## src/rtl/median_window_filter_pkg.sv

```systemverilog
// median_window_filter_pkg: default sizes, count width helper and fill/run state encoding
package median_window_filter_pkg;
  localparam int DEF_DATA_W = 4;
  localparam int DEF_WIN = 6;
  typedef enum logic {ST_FILL = 1'b0, ST_RUN = 1'b1} state_t;
  function automatic int cnt_w(input int win);
    return $clog2(win + 1);
  endfunction
endpackage

```

## src/rtl/median_window_filter_sorted_window_update.sv

```systemverilog
// sorted_window_update: combinational delete-one-match then ordered insert on a sorted array (s_in/count/remove_en/remove_val/insert_val -> s_out)
module sorted_window_update
  import median_window_filter_pkg::*;
#(
  parameter int DATA_W = DEF_DATA_W,
  parameter int WIN = DEF_WIN,
  localparam int CNT_W = cnt_w(WIN)
) (
  input  logic [DATA_W-1:0] s_in [WIN],
  input  logic [CNT_W-1:0]  count,
  input  logic              remove_en,
  input  logic [DATA_W-1:0] remove_val,
  input  logic [DATA_W-1:0] insert_val,
  output logic [DATA_W-1:0] s_out [WIN]
);
  logic [WIN-1:0] hit, gone;
  logic [DATA_W-1:0] r [WIN];
  logic [CNT_W-1:0] n, pos;
  logic run;
  always_comb begin
    hit = '0;
    gone = '0;
    run = 1'b0;
    for (int i = 0; i < WIN; i++) begin
      hit[i] = remove_en && !run && CNT_W'(i) < count && s_in[i] == remove_val;
      run = run | hit[i];
      gone[i] = run;
    end
    for (int i = 0; i < WIN; i++)
      r[i] = gone[i] ? ((i < WIN - 1) ? s_in[(i < WIN - 1) ? i + 1 : i] : '0) : s_in[i];
    n = count - CNT_W'(run);
    pos = '0;
    for (int i = 0; i < WIN; i++)
      pos = pos + CNT_W'(CNT_W'(i) < n && r[i] <= insert_val);
    for (int i = 0; i < WIN; i++)
      s_out[i] = CNT_W'(i) < pos ? r[i] : CNT_W'(i) == pos ? insert_val : r[(i > 0) ? i - 1 : 0];
  end
endmodule

```

## src/rtl/median_window_filter.sv

```systemverilog
// median_window_filter: sliding-window median with valid/ready in and out (clk, rst, clear, in_valid/in_ready/in_data, out_valid/out_ready/median, window_full)
module median_window_filter
  import median_window_filter_pkg::*;
#(
  parameter int DATA_W = DEF_DATA_W,
  parameter int WIN = DEF_WIN
) (
  input  logic              clk,
  input  logic              rst,
  input  logic              clear,
  input  logic              in_valid,
  output logic              in_ready,
  input  logic [DATA_W-1:0] in_data,
  output logic              out_valid,
  input  logic              out_ready,
  output logic [DATA_W-1:0] median,
  output logic              window_full
);
  localparam int MID_LO = (WIN - 1) / 2;
  localparam int MID_HI = WIN / 2;
  localparam int CNT_W = cnt_w(WIN);
  state_t state, state_nx;
  logic [CNT_W-1:0] count;
  logic [DATA_W-1:0] fifo [WIN];
  logic [DATA_W-1:0] srt [WIN];
  logic [DATA_W-1:0] nxt [WIN];
  logic accept, produce, last_fill;
  logic [DATA_W:0] sum;
  assign in_ready = !out_valid || out_ready;
  assign accept = in_valid && in_ready;
  assign window_full = state == ST_RUN;
  sorted_window_update #(.DATA_W(DATA_W), .WIN(WIN)) u_upd (
    .s_in(srt),
    .count(count),
    .remove_en(state == ST_RUN),
    .remove_val(fifo[0]),
    .insert_val(in_data),
    .s_out(nxt)
  );
  always_comb begin
    last_fill = state == ST_FILL && count == CNT_W'(WIN - 1);
    state_nx = (accept && last_fill) ? ST_RUN : state;
    produce = accept && (state == ST_RUN || last_fill);
    sum = {1'b0, nxt[MID_LO]} + {1'b0, nxt[MID_HI]};
  end
  always_ff @(posedge clk)
    state <= (rst || clear) ? ST_FILL : state_nx;
  always_ff @(posedge clk) begin
    if (rst || clear) begin
      count <= '0;
      out_valid <= 1'b0;
      median <= '0;
      for (int i = 0; i < WIN; i++) begin
        fifo[i] <= '0;
        srt[i] <= '0;
      end
    end else begin
      out_valid <= produce || (out_valid && !out_ready);
      if (produce) median <= sum[DATA_W:1];
      if (accept) begin
        if (state == ST_FILL) count <= count + CNT_W'(1);
        for (int i = 0; i < WIN; i++) begin
          srt[i] <= nxt[i];
          if (state == ST_RUN) fifo[i] <= (i == WIN - 1) ? in_data : fifo[(i < WIN - 1) ? i + 1 : i];
          else if (CNT_W'(i) == count) fifo[i] <= in_data;
        end
      end
    end
  end
endmodule

```

## config.mk

```make
export PLATFORM = sky130hd
export DESIGN_NAME = median_window_filter
export DESIGN_NICKNAME = d
export VERILOG_FILES = /design/src/rtl/median_window_filter_pkg.sv /design/src/rtl/median_window_filter_sorted_window_update.sv /design/src/rtl/median_window_filter.sv
export SDC_FILE = /design/constraint.sdc
export NUM_CORES = 1
export LEC_CHECK = 0
export ABC_AREA = 1
export CORE_UTILIZATION = 40
export CTS_BUF_LIST = sky130_fd_sc_hd__clkbuf_4
export CTS_CLUSTER_SIZE = 30
export DETAILED_ROUTE_END_ITERATION = 10
export HOLD_SLACK_MARGIN = 0.08
export RECOVER_POWER = 50
export SYNTH_ARGS = -nofsm -noshare
export SYNTH_HDL_FRONTEND = slang
export SYNTH_SLANG_ARGS = --single-unit
```

## constraint.sdc

```tcl
create_clock -name clk -period 16.1 [get_ports clk]
set_input_delay 3.22 -clock clk [delete_from_list [all_inputs] [get_ports clk]]
set_output_delay 3.22 -clock clk [all_outputs]
set_load 0.02 [all_outputs]
```

==> run metrics <==
outcome=complete, no violations; Via density=about 5.5; Crit path arrival time=a little over 9 ns; first-pass GRT wire length=~20000 um; Top Ports=16; Slew HR=between 30 and 40%; DRC viols=0; Final Util=roughly 45%; initial core utilization=just over 40%; slowest stage delay, CP=roughly 0.63 ns; first drt pass iteration count=5; Hold Fails Final Rpt=0; syn avg cell area=approximately 7.3 um^2; largest net degree at the start of global routing=31; CP Buf/Inv Count=8; CTS sink cnt=57; layout cell share with drive strength beyond 1=9.48%; Distinct cells, synth=48; H-tree Lvls=3; unrepaired setup endpoints after global routing=false; RePlAce Congestion=0.901; Slowest-stage cell, CP=clkdlybuf4s50_1; IO buf count=15; Worst-path clk slew=around 0.10 ns; DIE AREA=11200 um^2; detailed-route via count=between 4k and 5k; kind of end point of the critical path=register; Worst-Skew Late Latency=approximately 0.42 ns; crit path max fanout=14; NumNets Final=653; hpwl dp=just over 9000 um; wire length per cell=between 15 and 20 um; aggregate negative setup slack=0 ns; top cell type by total area after synthesis=edfxtp_1; Max Root-Sink Buffers=2; Worst Path Required=between 15 and 20 ns; worst setup margin=roughly 7.3 ns; Pins Over Slew Limit=0; Final period util=54.7%; ANT cells=0; Final Non-Filler Cells=about 750; fin crit period=between 8 and 9 ns; pwr/cell area=between 60 and 70 nW/um^2; grt total ovfl=0; fillers=approximately 1.0k; Area contributors post-synth=edfxtp_1 17%, dfxtp_1 15%, nand2_1 11%, ha_1 9.5%, a21oi_1 7.1%; dpl cells=around 730; Final Total Pwr=about 330 uW; initial DRC count=slightly below 300; fmax=roughly 110 MHz; syn nets=640; antenna viol nets, final=0; flops & latches, synth=57; die height=between 100 and 150 um; CP Class=primary input to register; most frequent cell after synthesis=nand2_1; EDFF count, synth=24; TritonCTS buffer count=9; asr flop ratio synth=0%; Crit path top cell by count=inv_1; Die W=106 um; Root Driver=clkbuf_4; Syn-to-layout area delta=9.40%; leakage power=a little over 2 nW; GR Util All Layers=about a quarter; Multi-input gate area=roughly 2500 um^2; core area=10400 um^2; Slew @ Worst Pin=about 0.94 ns; final setup violating endpoints=0; Syn Std Cell Area=~4300 um^2; hold_buf cts=0; Worst Skew=between 0.015 and 0.02 ns; Worst VDD drop=48.3 uV; Post-CTS Setup Bufs=0; post-synthesis sequential area ratio=a little under a third; CTS tree=yes; CP delay by family, top=adder cells; max cap viols=0; Synth Warn #=0; Setup WS pre-CTS=approximately 7.0 ns; CP startpoint kind=primary input; Mapped Cells=~600; vias in the first global route=around 4k; initial antenna violation count=0; Most used DFF post-synth=dfxtp_1; Seq. cell area=roughly 1400 um^2; routed wire length=12400 um; commonest cells in the netlist=130 x nand2_1, 76 x inv_1, 61 x a21oi_1, 50 x o21ai_0, 35 x nor2_1; top-area cell type share of the netlist area=16.7%; post-cts resize count=0; Hold Path Class=register to register; FP Rows=37
-- per-stage QoR --
step                hold WS [ns]  area, um^2
finish                     0.457        4730
global route               0.496        4730
CTS                        0.465        4730
detailed placement         0.446        4590
global placement           0.440        4590
floorplan                  0.478        4320
-- state kept, by name, summed over array words and instances, names as in the netlist --
name and flops:
count 3, median 4, out_valid 1, srt 24, fifo 24, window_full 1
-- worst register-to-register path, delay by kind of cell, from the launching register on --
kind	cells	cell delay (ns)
buffers and inverters	10	1.05
DFF	1	0.59
AOI/OAI and AO/OA	5	0.62
and+or+nand+nor	12	1.66
adders and majority gates	7	2.54
-- placed cells by master (no fill, tap or decap), types with 4 or more instances in the layout --
| cell | synthesis | routed |
|---|---|---|
| nand2_1 | 130 | 130 |
| o21ai_2 | 7 | 7 |
| nor2_2 | 6 | 6 |
| dfxtp_1 | 33 | 33 |
| o21ai_0 | 50 | 50 |
| a31oi_1 | 12 | 12 |
| a21oi_1 | 61 | 61 |
| o22ai_1 | 5 | 5 |
| o21ai_1 | 18 | 18 |
| nand4_1 | 9 | 9 |
| nor3_1 | 6 | 6 |
| clkbuf_4 | 0 | 9 |
| clkdlybuf4s50_1 | 0 | 8 |
| dlygate4sd3_1 | 0 | 7 |
| xnor2_1 | 4 | 4 |
| inv_1 | 76 | 76 |
| ha_1 | 33 | 33 |
| inv_2 | 10 | 10 |
| nand3_1 | 16 | 16 |
| fa_1 | 4 | 4 |
| nor2_1 | 35 | 35 |
| edfxtp_1 | 24 | 24 |
-- per-layer routing --
metal  vias up  routed length (um)  GRT usage [%]
met3        17                 785           4.41
met2       145                5900           39.7
met1      1935                5590           30.8
met4         0                 165           5.46
met5         -                   0              0
li1       2031                   -              -
-- cell type report --
type / count / share of cell area [%]
inverter: 90 / 7.19
clock buffer: 9 / 1.43
multi-input combinational: 432 / 53.5
sequential: 57 / 29.2
clock inverter: 7 / 1.67
timing repair buffer: 17 / 3.41
tap: 136 / 3.60
-- logic make-up (layout without fill, tap and decap cells) --
family / after synthesis / after routing / share of synthesized area, %
simple gates: 221 / 221 / 24.1
xor+xnor: 6 / 6 / 1.22
buf+inv: 105 / 123 / 9.52
flops: 57 / 57 / 31.9
fa+ha+maj: 37 / 37 / 11.4
compound gates: 168 / 168 / 21.8
-- worst paths after layout --
check | startpoint | endpoint | slack [ns] | cells past startpoint
worst max-delay path | in_data[1] | median[3] | 7.30 | 25
worst min-delay path | median[2] | median[2] | 0.46 | 2
worst max register to register | fifo[0][1] | median[3] | 9.53 | 34
worst min register to register | median[2] | median[2] | 0.46 | 2
-- where the power goes --
| group | internal [mW] | switching [mW] | leakage (nW) |
|---|---|---|---|
| logic | 0.0179 | 0.0364 | 1.43 |
| registers | 0.156 | 0.00631 | 0.536 |
| clock network | 0.0481 | 0.0607 | 0.0687 |
Note: power is estimated with default switching activity, not from simulation.
